$ cat config.mk
export PLATFORM = sky130hd
export DESIGN_NAME = spmv_mem_arbiter_flat
export DESIGN_NICKNAME = d
export VERILOG_FILES = /design/src/rtl/spmv_mem_arbiter_if.sv /design/src/rtl/spmv_mem_arbiter.sv /design/src/flat_wrapper.sv
export SDC_FILE = /design/constraint.sdc
export NUM_CORES = 1
export LEC_CHECK = 0
export CAP_MARGIN = 20
export CORE_ASPECT_RATIO = 0.9
export CORE_MARGIN = 4
export CORE_UTILIZATION = 26
export DETAILED_ROUTE_END_ITERATION = 12
export PLACE_DENSITY = 0.49
export SLEW_MARGIN = 20
export SYNTH_ARGS = -nofsm -noshare
export SYNTH_HDL_FRONTEND = slang
export SYNTH_SLANG_ARGS = --single-unit
$ cat constraint.sdc
create_clock -name clk -period 5.4 [get_ports clk]
set_clock_uncertainty 0.1 [all_clocks]
set_input_delay 1.08 -clock clk [delete_from_list [all_inputs] [get_ports clk]]
set_output_delay 1.08 -clock clk [all_outputs]
set_load 0.005 [all_outputs]
$ cat src/rtl/spmv_mem_arbiter_if.sv
// Requester, configuration, memory-port and status signals of spmv_mem_arbiter.
// slave = arbiter side, master = environment side.
interface spmv_mem_arbiter_if;
    logic        st_valid;
    logic [63:0] st_data;
    logic        st_ready;
    logic        cache_valid;
    logic [47:0] cache_addr;
    logic        cache_ready;
    logic        dec_valid;
    logic [47:0] dec_addr;
    logic [1:0]  dec_tag;
    logic        dec_ready;
    logic        cfg_load;
    logic [47:0] cfg_st_base;
    logic [47:0] cfg_st_end;
    logic        req_mem_ld;
    logic        req_mem_st;
    logic [47:0] req_mem_addr;
    logic [63:0] req_mem_d_or_tag;
    logic        req_mem_stall;
    logic        busy;
    logic        st_done;

    modport slave (
        input  st_valid, st_data, cache_valid, cache_addr, dec_valid, dec_addr, dec_tag,
               cfg_load, cfg_st_base, cfg_st_end, req_mem_stall,
        output st_ready, cache_ready, dec_ready, req_mem_ld, req_mem_st, req_mem_addr,
               req_mem_d_or_tag, busy, st_done
    );
    modport master (
        output st_valid, st_data, cache_valid, cache_addr, dec_valid, dec_addr, dec_tag,
               cfg_load, cfg_st_base, cfg_st_end, req_mem_stall,
        input  st_ready, cache_ready, dec_ready, req_mem_ld, req_mem_st, req_mem_addr,
               req_mem_d_or_tag, busy, st_done
    );
endinterface

$ cat src/rtl/spmv_mem_arbiter.sv
// SpMV memory arbiter: store/cache/decoder requesters into a queued, stallable memory port.
// Define SPMV_ARB_ROUND_ROBIN_EN for round-robin grants; default is fixed priority S > C > D.
module spmv_mem_arbiter #(
    parameter int QDEPTH = 4,
    parameter int STRIDE = 8
) (
    input logic                clk,
    input logic                rst,
    spmv_mem_arbiter_if.slave  bus
);
    localparam int CW = $clog2(QDEPTH + 1);
    localparam int PW = $clog2(QDEPTH);

    typedef enum logic [1:0] {IDLE, RUN, DRAIN} state_t;
    typedef struct packed {
        logic        ld;
        logic        st;
        logic [47:0] addr;
        logic [63:0] d;
    } entry_t;

    state_t        state_q, state_d;
    logic [47:0]   st_ptr_q, st_ptr_d, end_ptr_q, end_ptr_d;
    logic [1:0]    rr_q, rr_d;
    logic          stall_q, stall_d;
    logic [CW-1:0] cnt_q, cnt_d;
    logic [PW-1:0] wr_q, wr_d, rd_q, rd_d;
    logic          ld_q, ld_d, st_q, st_d, done_q, done_d;
    logic [47:0]   addr_q, addr_d;
    logic [63:0]   dat_q, dat_d;
    entry_t        q_mem [QDEPTH];

    logic [2:0] req, gnt;
    logic       st_live, push, pop;
    entry_t     ent;

    function automatic logic [2:0] prio(input logic [2:0] x);
        return {x[2] & ~x[1] & ~x[0], x[1] & ~x[0], x[0]};
    endfunction

    function automatic logic [PW-1:0] nxt(input logic [PW-1:0] p);
        return (p == PW'(QDEPTH - 1)) ? '0 : p + PW'(1);
    endfunction

    // Grant threshold leaves room for the two pushes that can land before a stall is seen.
    always_comb begin
        req = '0;
        if (state_q != IDLE && cnt_q <= CW'(QDEPTH - 3))
            req = {bus.dec_valid, bus.cache_valid, bus.st_valid};
`ifdef SPMV_ARB_ROUND_ROBIN_EN
        // Rotate so rr_q is bit 0, pick lowest, rotate the grant back.
        case (rr_q)
            2'd1:    begin logic [2:0] p; p = prio({req[0], req[2], req[1]}); gnt = {p[1], p[0], p[2]}; end
            2'd2:    begin logic [2:0] p; p = prio({req[1], req[0], req[2]}); gnt = {p[0], p[2], p[1]}; end
            default: gnt = prio(req);
        endcase
`else
        gnt = prio(req);
`endif
        rr_d = rr_q;
        if (gnt[0]) rr_d = 2'd1;
        if (gnt[1]) rr_d = 2'd2;
        if (gnt[2]) rr_d = 2'd0;

        st_live = (st_ptr_q != end_ptr_q);
        push    = (gnt[0] & st_live) | gnt[1] | gnt[2];
        pop     = (cnt_q != '0) && !stall_q;

        ent = '{ld: 1'b1, st: 1'b0, addr: bus.dec_addr, d: {61'd0, bus.dec_tag, 1'b0}};
        if (gnt[0]) ent = '{ld: 1'b0, st: 1'b1, addr: st_ptr_q, d: bus.st_data};
        if (gnt[1]) ent = '{ld: 1'b1, st: 1'b0, addr: bus.cache_addr, d: 64'd1};

        cnt_d   = cnt_q + CW'(push) - CW'(pop);
        wr_d    = push ? nxt(wr_q) : wr_q;
        rd_d    = pop ? nxt(rd_q) : rd_q;
        stall_d = bus.req_mem_stall;

        ld_d   = 1'b0;
        st_d   = 1'b0;
        addr_d = addr_q;
        dat_d  = dat_q;
        if (pop) begin
            ld_d   = q_mem[rd_q].ld;
            st_d   = q_mem[rd_q].st;
            addr_d = q_mem[rd_q].addr;
            dat_d  = q_mem[rd_q].d;
        end

        state_d   = state_q;
        st_ptr_d  = (gnt[0] && st_live) ? st_ptr_q + 48'(STRIDE) : st_ptr_q;
        end_ptr_d = end_ptr_q;
        done_d    = 1'b0;
        case (state_q)
            IDLE: if (bus.cfg_load) begin
                st_ptr_d  = bus.cfg_st_base;
                end_ptr_d = bus.cfg_st_end;
                state_d   = RUN;
            end
            RUN: if (!st_live) state_d = DRAIN;
            DRAIN: if (cnt_q == '0 && !bus.st_valid && !bus.cache_valid && !bus.dec_valid
                       && !ld_q && !st_q) begin
                state_d = IDLE;
                done_d  = 1'b1;
            end
            default: state_d = IDLE;
        endcase
    end

    always_ff @(posedge clk) begin
        if (!rst) begin
            state_q   <= IDLE;
            st_ptr_q  <= '0;
            end_ptr_q <= '0;
            rr_q      <= '0;
            stall_q   <= 1'b0;
            cnt_q     <= '0;
            wr_q      <= '0;
            rd_q      <= '0;
            ld_q      <= 1'b0;
            st_q      <= 1'b0;
            addr_q    <= '0;
            dat_q     <= '0;
            done_q    <= 1'b0;
        end else begin
            state_q   <= state_d;
            st_ptr_q  <= st_ptr_d;
            end_ptr_q <= end_ptr_d;
            rr_q      <= rr_d;
            stall_q   <= stall_d;
            cnt_q     <= cnt_d;
            wr_q      <= wr_d;
            rd_q      <= rd_d;
            ld_q      <= ld_d;
            st_q      <= st_d;
            addr_q    <= addr_d;
            dat_q     <= dat_d;
            done_q    <= done_d;
        end
    end

    // Storage needs no reset: only slots between rd and wr are ever read.
    always_ff @(posedge clk) begin
        if (push) q_mem[wr_q] <= ent;
    end

`ifndef SYNTHESIS
    always_ff @(posedge clk) begin
        if (rst) assert (!(push && !pop && cnt_q == CW'(QDEPTH)))
            else $error("spmv_mem_arbiter: push into full queue");
    end
`endif

    assign bus.st_ready         = gnt[0];
    assign bus.cache_ready      = gnt[1];
    assign bus.dec_ready        = gnt[2];
    assign bus.req_mem_ld       = ld_q;
    assign bus.req_mem_st       = st_q;
    assign bus.req_mem_addr     = addr_q;
    assign bus.req_mem_d_or_tag = dat_q;
    assign bus.busy             = (state_q != IDLE);
    assign bus.st_done          = done_q;
endmodule

$ cat src/flat_wrapper.sv
// flat-port wrapper written by rule: the top's interface ports become plain ports
module spmv_mem_arbiter_flat 
#(
    parameter int QDEPTH = 4,
    parameter int STRIDE = 8
)
  (clk, rst, bus_st_valid, bus_st_data, bus_cache_valid, bus_cache_addr, bus_dec_valid, bus_dec_addr, bus_dec_tag, bus_cfg_load, bus_cfg_st_base, bus_cfg_st_end, bus_req_mem_stall, bus_st_ready, bus_cache_ready, bus_dec_ready, bus_req_mem_ld, bus_req_mem_st, bus_req_mem_addr, bus_req_mem_d_or_tag, bus_busy, bus_st_done);
  spmv_mem_arbiter_if bus_i ();
  input logic clk;
  input logic rst;
  input wire logic [$bits(bus_i.st_valid)-1:0] bus_st_valid;
  input wire logic [$bits(bus_i.st_data)-1:0] bus_st_data;
  input wire logic [$bits(bus_i.cache_valid)-1:0] bus_cache_valid;
  input wire logic [$bits(bus_i.cache_addr)-1:0] bus_cache_addr;
  input wire logic [$bits(bus_i.dec_valid)-1:0] bus_dec_valid;
  input wire logic [$bits(bus_i.dec_addr)-1:0] bus_dec_addr;
  input wire logic [$bits(bus_i.dec_tag)-1:0] bus_dec_tag;
  input wire logic [$bits(bus_i.cfg_load)-1:0] bus_cfg_load;
  input wire logic [$bits(bus_i.cfg_st_base)-1:0] bus_cfg_st_base;
  input wire logic [$bits(bus_i.cfg_st_end)-1:0] bus_cfg_st_end;
  input wire logic [$bits(bus_i.req_mem_stall)-1:0] bus_req_mem_stall;
  output wire logic [$bits(bus_i.st_ready)-1:0] bus_st_ready;
  output wire logic [$bits(bus_i.cache_ready)-1:0] bus_cache_ready;
  output wire logic [$bits(bus_i.dec_ready)-1:0] bus_dec_ready;
  output wire logic [$bits(bus_i.req_mem_ld)-1:0] bus_req_mem_ld;
  output wire logic [$bits(bus_i.req_mem_st)-1:0] bus_req_mem_st;
  output wire logic [$bits(bus_i.req_mem_addr)-1:0] bus_req_mem_addr;
  output wire logic [$bits(bus_i.req_mem_d_or_tag)-1:0] bus_req_mem_d_or_tag;
  output wire logic [$bits(bus_i.busy)-1:0] bus_busy;
  output wire logic [$bits(bus_i.st_done)-1:0] bus_st_done;
  assign bus_i.st_valid = bus_st_valid;
  assign bus_i.st_data = bus_st_data;
  assign bus_i.cache_valid = bus_cache_valid;
  assign bus_i.cache_addr = bus_cache_addr;
  assign bus_i.dec_valid = bus_dec_valid;
  assign bus_i.dec_addr = bus_dec_addr;
  assign bus_i.dec_tag = bus_dec_tag;
  assign bus_i.cfg_load = bus_cfg_load;
  assign bus_i.cfg_st_base = bus_cfg_st_base;
  assign bus_i.cfg_st_end = bus_cfg_st_end;
  assign bus_i.req_mem_stall = bus_req_mem_stall;
  assign bus_st_ready = bus_i.st_ready;
  assign bus_cache_ready = bus_i.cache_ready;
  assign bus_dec_ready = bus_i.dec_ready;
  assign bus_req_mem_ld = bus_i.req_mem_ld;
  assign bus_req_mem_st = bus_i.req_mem_st;
  assign bus_req_mem_addr = bus_i.req_mem_addr;
  assign bus_req_mem_d_or_tag = bus_i.req_mem_d_or_tag;
  assign bus_busy = bus_i.busy;
  assign bus_st_done = bus_i.st_done;
  spmv_mem_arbiter #(.QDEPTH(QDEPTH), .STRIDE(STRIDE)) u_core (.clk(clk), .rst(rst), .bus(bus_i));
endmodule
# Yosys cells after proc, flatten, opt, wreduce, memory -nomap -nowiden
# Memories as Yosys holds them, arrays and structs flattened. A register that Yosys moved wholly into a read port is not among the register bits.
# Cells that the tools add are included.
[totals]
reg_bits = 221
ramBits = 456
in_bits = 265
output_inout_bits = 119
n_memories = 1
[memory_table]
columns = ["name", "depth", "width", "rd", "rd_clocked_by_memory_dff", "wr", "line_no", "text"]
rows = [
  ["u_core.q_mem", 4, 114, 1, 1, 1, "spmv_mem_arbiter.sv:31", "entry_t q_mem [QDEPTH];"],
]
[op_classes]
addsub = 5
order_cmp = 1
n_eq_ne = 8
n_mux = 17
bitwise_logic = 8
reduce_logical = 22
[ops]
columns = ["operator", "count"]
rows = [
  ["$mux 114", 2],
  ["$mux 48", 3],
  ["$add 48x4->48 const B", 1],
  ["$ne 48x48->1", 1],
  ["$mux 2", 7],
  ["$logic_and 1x1->1", 8],
  ["$eq 2x2->1 const B", 3],
  ["$logic_not 1->1", 6],
  ["$pmux 2 s3", 1],
  ["$reduce_and 2->1", 3],
  ["$add 2x1->2 const B", 2],
  ["$and 1x1->1", 4],
  ["$ne 2x2->1 const B", 2],
  ["$add 3x1->3", 1],
  ["$le 3x1->1 const B", 1],
  ["$logic_not 3->1", 1],
  ["$mux 1", 3],
  ["$mux 3", 1],
  ["$reduce_and 3->1", 1],
  ["$reduce_bool 3->1", 1],
  ["$sub 3x1->3", 1],
  ["$eq 2x1->1 const B", 1],
  ["$logic_not 2->1", 1],
  ["$ne 2x1->1 const B", 1],
  ["3 further kinds", 5],
]

# Depth between registers and ports, before layout
[logic_depth]
depth_word = 9
depth_mapped = 11
mapped_depth_nobuf = 10

# Worst setup path before layout
# No wires, ideal clock.
[synth_path]
kind = "input to register"
from = "input port bus_cache_valid"
to = "memory u_core.q_mem[3][0] in the netlist's numbering (enable)"
arrival_ns = 4.500
required_time_ns = 4.814
path_slack_ns = 0.314
cell_stages = 4
path_buffers = 1
cell_sequence = "clkbuf_1 o31ai_1 a21oi_1 and2_1"
[synth_between]
elab_chain_len = 7
elab_cells_between_ends = 9
cone_classes = "mux (3); bitwise (6)"
[synth_lines]
columns = ["item", "line_no", "text"]
rows = [
  ["start: declaration", "flat_wrapper.sv:13", "input wire logic [$bits(bus_i.cache_valid)-1:0] bus_cache_valid;"],
  ["$mux 3 (*)", "spmv_mem_arbiter.sv:48", "if (state_q != IDLE && cnt_q <= CW'(QDEPTH - 3))"],
  ["$not 1->1", "spmv_mem_arbiter.sv:38", "return {x[2] & ~x[1] & ~x[0], x[1] & ~x[0], x[0]};"],
  ["$and 1x1->1 (2 in a row)", "spmv_mem_arbiter.sv:38", ""],
  ["$or 1x1->1 (*)", "spmv_mem_arbiter.sv:66", "push = (gnt[0] & st_live) | gnt[1] | gnt[2];"],
  ["via u_core.push", "spmv_mem_arbiter.sv:34", "logic st_live, push, pop;"],
  ["$mux 1 (*)", "spmv_mem_arbiter.sv:143", "if (push) q_mem[wr_q] <= ent;"],
  ["$mux 1 (implied by the code) (*)", "spmv_mem_arbiter.sv:143", ""],
  ["end: declaration", "spmv_mem_arbiter.sv:31", ""],
]
# Mark *: on every way through the listed nets, which the timed path passes. The rest lies on a longest branch.

# Worst setup path after layout
[layout_path]
from = "input port bus_st_valid"
to = "output port bus_st_ready"
[layout_between]
elab_chain_len = 1
[layout_lines]
columns = ["item", "line_no", "text"]
rows = [
  ["start: declaration", "flat_wrapper.sv:11", "input wire logic [$bits(bus_i.st_valid)-1:0] bus_st_valid;"],
  ["$mux 3", "spmv_mem_arbiter.sv:48", ""],
  ["end: declaration", "flat_wrapper.sv:22", "output wire logic [$bits(bus_i.st_ready)-1:0] bus_st_ready;"],
]
# Every way passes these cells.

==> tab_implementation.tex <==
\begin{tabular}{lr}
\hline
Metric & Value \\
\hline
\multicolumn{2}{l}{\textbf{Synth}} \\
\quad Number of synthesized register bits & 679 \\
\quad Library cells used by synthesis & 57 \\
\quad Prevailing post-synth register cell & sky130\_fd\_sc\_hd\_\_edfxtp\_1 \\
\quad Count of mapped cells out of synthesis & 2099 \\
\quad Mean Syn Cell Area & 13.1 sq um \\
\quad Register area share after synthesis & 65.8\% \\
\quad Synth Cell Area & 27600 sq um \\
\quad Number of synthesized flops with an enable pin & 456 \\
\quad Total of warnings raised by yosys & 0 \\
\quad Synthesized netlist net count & 2375 \\
\quad Share of flip-flops with an asynchronous set or reset & 0\% \\
\multicolumn{2}{l}{\textbf{Place}} \\
\quad Final RePlAce weighted congestion & 0.864 \\
\quad Post-detailed-placement half-perimeter wirelength & 62800 um \\
\quad Post-detailed-placement cell area & 32900 sq um \\
\quad Number of buffer cells added on primary ports & 383 \\
\quad Placed insts & 3734 \\
\quad Post-placement setup slack & 665 ps \\
\multicolumn{2}{l}{\textbf{Worst hold path}} \\
\quad Worst hold path class & flip-flop to flip-flop \\
\multicolumn{2}{l}{\textbf{Layout}} \\
\quad Post-route cell area & 35400 sq um \\
\quad Share of layout cells above drive strength 1 & 11.0\% \\
\quad Finished Layout Cells & 3877 \\
\quad Area added between synthesis and finish & 28.1\% \\
\quad Number of filler cells placed in the layout & 10400 \\
\quad Number of nets in the final layout & 2707 \\
\multicolumn{2}{l}{\textbf{Global routing}} \\
\quad Total global-route track usage & 16.0\% \\
\quad Global-route wire length before repair & 130000 um \\
\quad Via count of the first global-routing pass & 19200 \\
\quad Pin count of the biggest net entering global routing & 97 \\
\quad Total congestion overflow & 0 \\
\quad Initial antenna violation count & 12 \\
\multicolumn{2}{l}{\textbf{CTS}} \\
\quad Number of setup buffers added after CTS & 0 \\
\quad Post-CTS resize count & 0 \\
\quad CTS clock-pin slew for the worst setup and hold paths & 60 ps \\
\quad CTS Buffer Depth & 3 \\
\quad Hold buffers post-CTS & 0 \\
\quad Clock tree from TritonCTS & built \\
\quad CTS Root Buffer Type & sky130\_fd\_sc\_hd\_\_clkbuf\_16 \\
\quad TritonCTS sink count & 679 \\
\quad Total CTS buffers & 75 \\
\quad Count of H-tree levels built during CTS & 3 \\
\quad Clock Latency Late Sink & 610 ps \\
\multicolumn{2}{l}{\textbf{Drt}} \\
\quad Total number of vias & 18800 \\
\quad Overall routed net length & 91400 um \\
\quad DRC Markers & 0 \\
\quad Vias per inst & 4.84 \\
\quad Number of search-and-repair iterations in the first detailed-routing pass & 5 \\
\quad First-iteration detailed-routing DRC count & 1589 \\
\quad Routed length per placed instance & 23.6 um \\
\quad Detail Route Antenna Nets & 0 \\
\multicolumn{2}{l}{\textbf{Pwr}} \\
\quad Maximum vdd ir drop & 0.223 mV \\
\quad Leakage power figure & 0.0117 uW \\
\quad Final Total Pwr & 15500 uW \\
\quad PwrDens & 437 nW/um\^{}2 \\
\multicolumn{2}{l}{\textbf{Critical path}} \\
\quad Kind of critical path & primary input to output port \\
\quad Required arrival time at the worst endpoint & 4220 ps \\
\quad Arrival time worst endpoint & 3230 ps \\
\quad Worst-path fanout max & 6 \\
\quad Crit end category & output port \\
\quad Kind of start point of the critical path & primary input \\
\multicolumn{2}{l}{\textbf{Floorplan}} \\
\quad Initial cell density of the core & 26.2\% \\
\quad DIE WIDTH & 351 um \\
\quad Area enclosed by the die boundary & 111000 sq um \\
\quad Height of the die & 317 um \\
\quad Number of standard-cell rows in the floorplan & 113 \\
\quad Top-level I/O count & 384 \\
\quad Core ar. & 105000 sq um \\
\multicolumn{2}{l}{\textbf{Timing}} \\
\quad Post-route worst setup slack & 987 ps \\
\quad Total count of max-transition violations in the final report & 0 \\
\quad Slew @ Worst Pin & 992 ps \\
\quad RSZ-0062 raised after global routing & false \\
\quad Final setup TNS & 0 ps \\
\quad Worst-case headroom to the max-slew limit & 33.9\% \\
\quad Fin. Hold Viols & 0 \\
\quad Final Cycle Share & 81.7\% \\
\quad Tmin final & 4410 ps \\
\quad Maximum clock frequency & 227 MHz \\
\quad Final setup vio count & 0 \\
\multicolumn{2}{l}{\textbf{Status}} \\
\quad Run status & finished, final reports clean \\
\multicolumn{2}{l}{\textbf{Flow run}} \\
\quad Reported max-cap violation count & 0 \\
\hline
\end{tabular}
==> power breakdown <==
group / internal, uW / total (uW) / switching, uW
clock: 2970 / 5090 / 2120
combinational: 1690 / 3670 / 1980
sequential: 6280 / 6700 / 427
total: 10900 / 15500 / 4530
==> layout by cell type, fill, tap and decap left out, drive strengths merged, types with 25 or more instances in the layout <==
cell	count
edfxtp	456
a31oi	25
o22ai	48
mux4	114
buf	28
nand3b	50
o21ai	98
clkbuf	113
nand2	352
a21oi	219
xor2	49
dfxtp	223
clkdlybuf4s50	381
and2	76
==> flip-flops by register name, summed over array words and instances (netlist names), named ones only <==
| signal | count |
|---|---|
| u_core.st_ptr_q | 48 |
| u_core.bus.req_mem_st | 1 |
| u_core.bus.st_done | 1 |
| u_core.q_mem | 456 |
| u_core.bus.req_mem_addr | 48 |
| u_core.rd_q | 2 |
| u_core.wr_q | 2 |
| u_core.cnt_q | 3 |
| u_core.stall_q | 1 |
| u_core.end_ptr_q | 48 |
| u_core.bus.req_mem_ld | 1 |
| u_core.bus.req_mem_d_or_tag | 64 |
| u_core.state_q | 2 |
==> critical path: stages <==
cell and delay (ps):
sky130_fd_sc_hd__clkdlybuf4s50_1 570, sky130_fd_sc_hd__inv_2 110, sky130_fd_sc_hd__a211oi_4 790, sky130_fd_sc_hd__clkdlybuf4s50_1 660
==> Yosys cell counts (3+ instances only) <==
cell type	n	area, sq um
sky130_fd_sc_hd__a211oi_1	12	90.1
sky130_fd_sc_hd__a21oi_1	219	1100
sky130_fd_sc_hd__a311oi_1	3	26.3
sky130_fd_sc_hd__a31oi_1	24	150
sky130_fd_sc_hd__and2_1	75	469
sky130_fd_sc_hd__and3_1	21	131
sky130_fd_sc_hd__and4_1	10	87.6
sky130_fd_sc_hd__buf_1	24	90.1
sky130_fd_sc_hd__buf_2	13	65.1
sky130_fd_sc_hd__buf_4	3	22.5
sky130_fd_sc_hd__clkbuf_1	113	424
sky130_fd_sc_hd__dfxtp_1	223	4460
sky130_fd_sc_hd__edfxtp_1	456	13700
sky130_fd_sc_hd__ha_1	10	125
sky130_fd_sc_hd__inv_1	15	56.3
sky130_fd_sc_hd__inv_2	3	11.3
sky130_fd_sc_hd__mux2i_1	4	40.0
sky130_fd_sc_hd__mux4_2	114	2570
sky130_fd_sc_hd__nand2_1	352	1320
sky130_fd_sc_hd__nand3_1	16	80.1
sky130_fd_sc_hd__nand3b_1	50	375
sky130_fd_sc_hd__nand4_1	20	125
sky130_fd_sc_hd__nor2_1	21	78.8
sky130_fd_sc_hd__nor3_1	20	100
sky130_fd_sc_hd__nor4_1	15	93.8
sky130_fd_sc_hd__o21ai_0	98	490
sky130_fd_sc_hd__o22ai_1	48	300
sky130_fd_sc_hd__o31ai_1	15	113
sky130_fd_sc_hd__or3_1	11	68.8
sky130_fd_sc_hd__or4_1	13	97.6
sky130_fd_sc_hd__xor2_1	49	429
==> layer usage <==
| layer | track usage, % | part of all wire (%) |
|---|---|---|
| met5 | 0 | 0.054 |
| met4 | 5.19 | 2.9 |
| met3 | 3.26 | 7.0 |
| met2 | 26.0 | 47 |
| met1 | 21.4 | 43 |
==> per-stage QoR <==
stage / hold slack (ps) / utilization (%)
final: 353 / 33.5
after global routing: 372 / 33.5
after CTS: 356 / 33.5
after detailed placement: 348 / 31.2
after global placement: 344 / 31.2
after floorplan: 348 / -
==> layout make-up <==
cell class	count	area (sq um)	area share (%)
Sequential cell	679	18200	51.4
Multi-Input combinational cell	1248	8790	24.9
Timing Repair Buffer	409	4110	11.6
Clock buffer	113	2220	6.29
Tap cell	1380	1730	4.88
Clock inverter	26	256	0.726
Inverter	18	75.1	0.212
Antenna cell	4	10.0	0.0283
==> cells by family (layout without fill, tap and decap cells) <==
| logic type | Yosys count | after routing | share of synthesized area [%] |
|---|---|---|---|
| AO/OA/AOI/OAI | 437 | 437 | 8.94 |
| XOR/XNOR | 51 | 51 | 1.62 |
| adder cells (fa/ha/maj) | 11 | 11 | 0.526 |
| buffers and inverters | 172 | 566 | 2.47 |
| flip-flops | 679 | 679 | 65.8 |
| multiplexers | 118 | 118 | 9.45 |
| other | 0 | 4 | 0 |
| AND/OR/NAND/NOR | 631 | 631 | 11.2 |
==> worst paths after layout <==
path	start	endpoint	slack [ps]	cells past startpoint
worst min register to register	u_core.bus.req_mem_addr[41]$_SDFFE_PN0P_	u_core.bus.req_mem_addr[41]$_SDFFE_PN0P_	350	2
worst max register to register	u_core.st_ptr_q[46]$_SDFF_PN0_	u_core.q_mem[1][93]$_DFFE_PP_	1230	8
worst max-delay path	bus_st_valid	bus_st_ready	990	4
worst min-delay path	u_core.bus.req_mem_addr[41]$_SDFFE_PN0P_	u_core.bus.req_mem_addr[41]$_SDFFE_PN0P_	350	2
(Power assumes the default switching activity.)
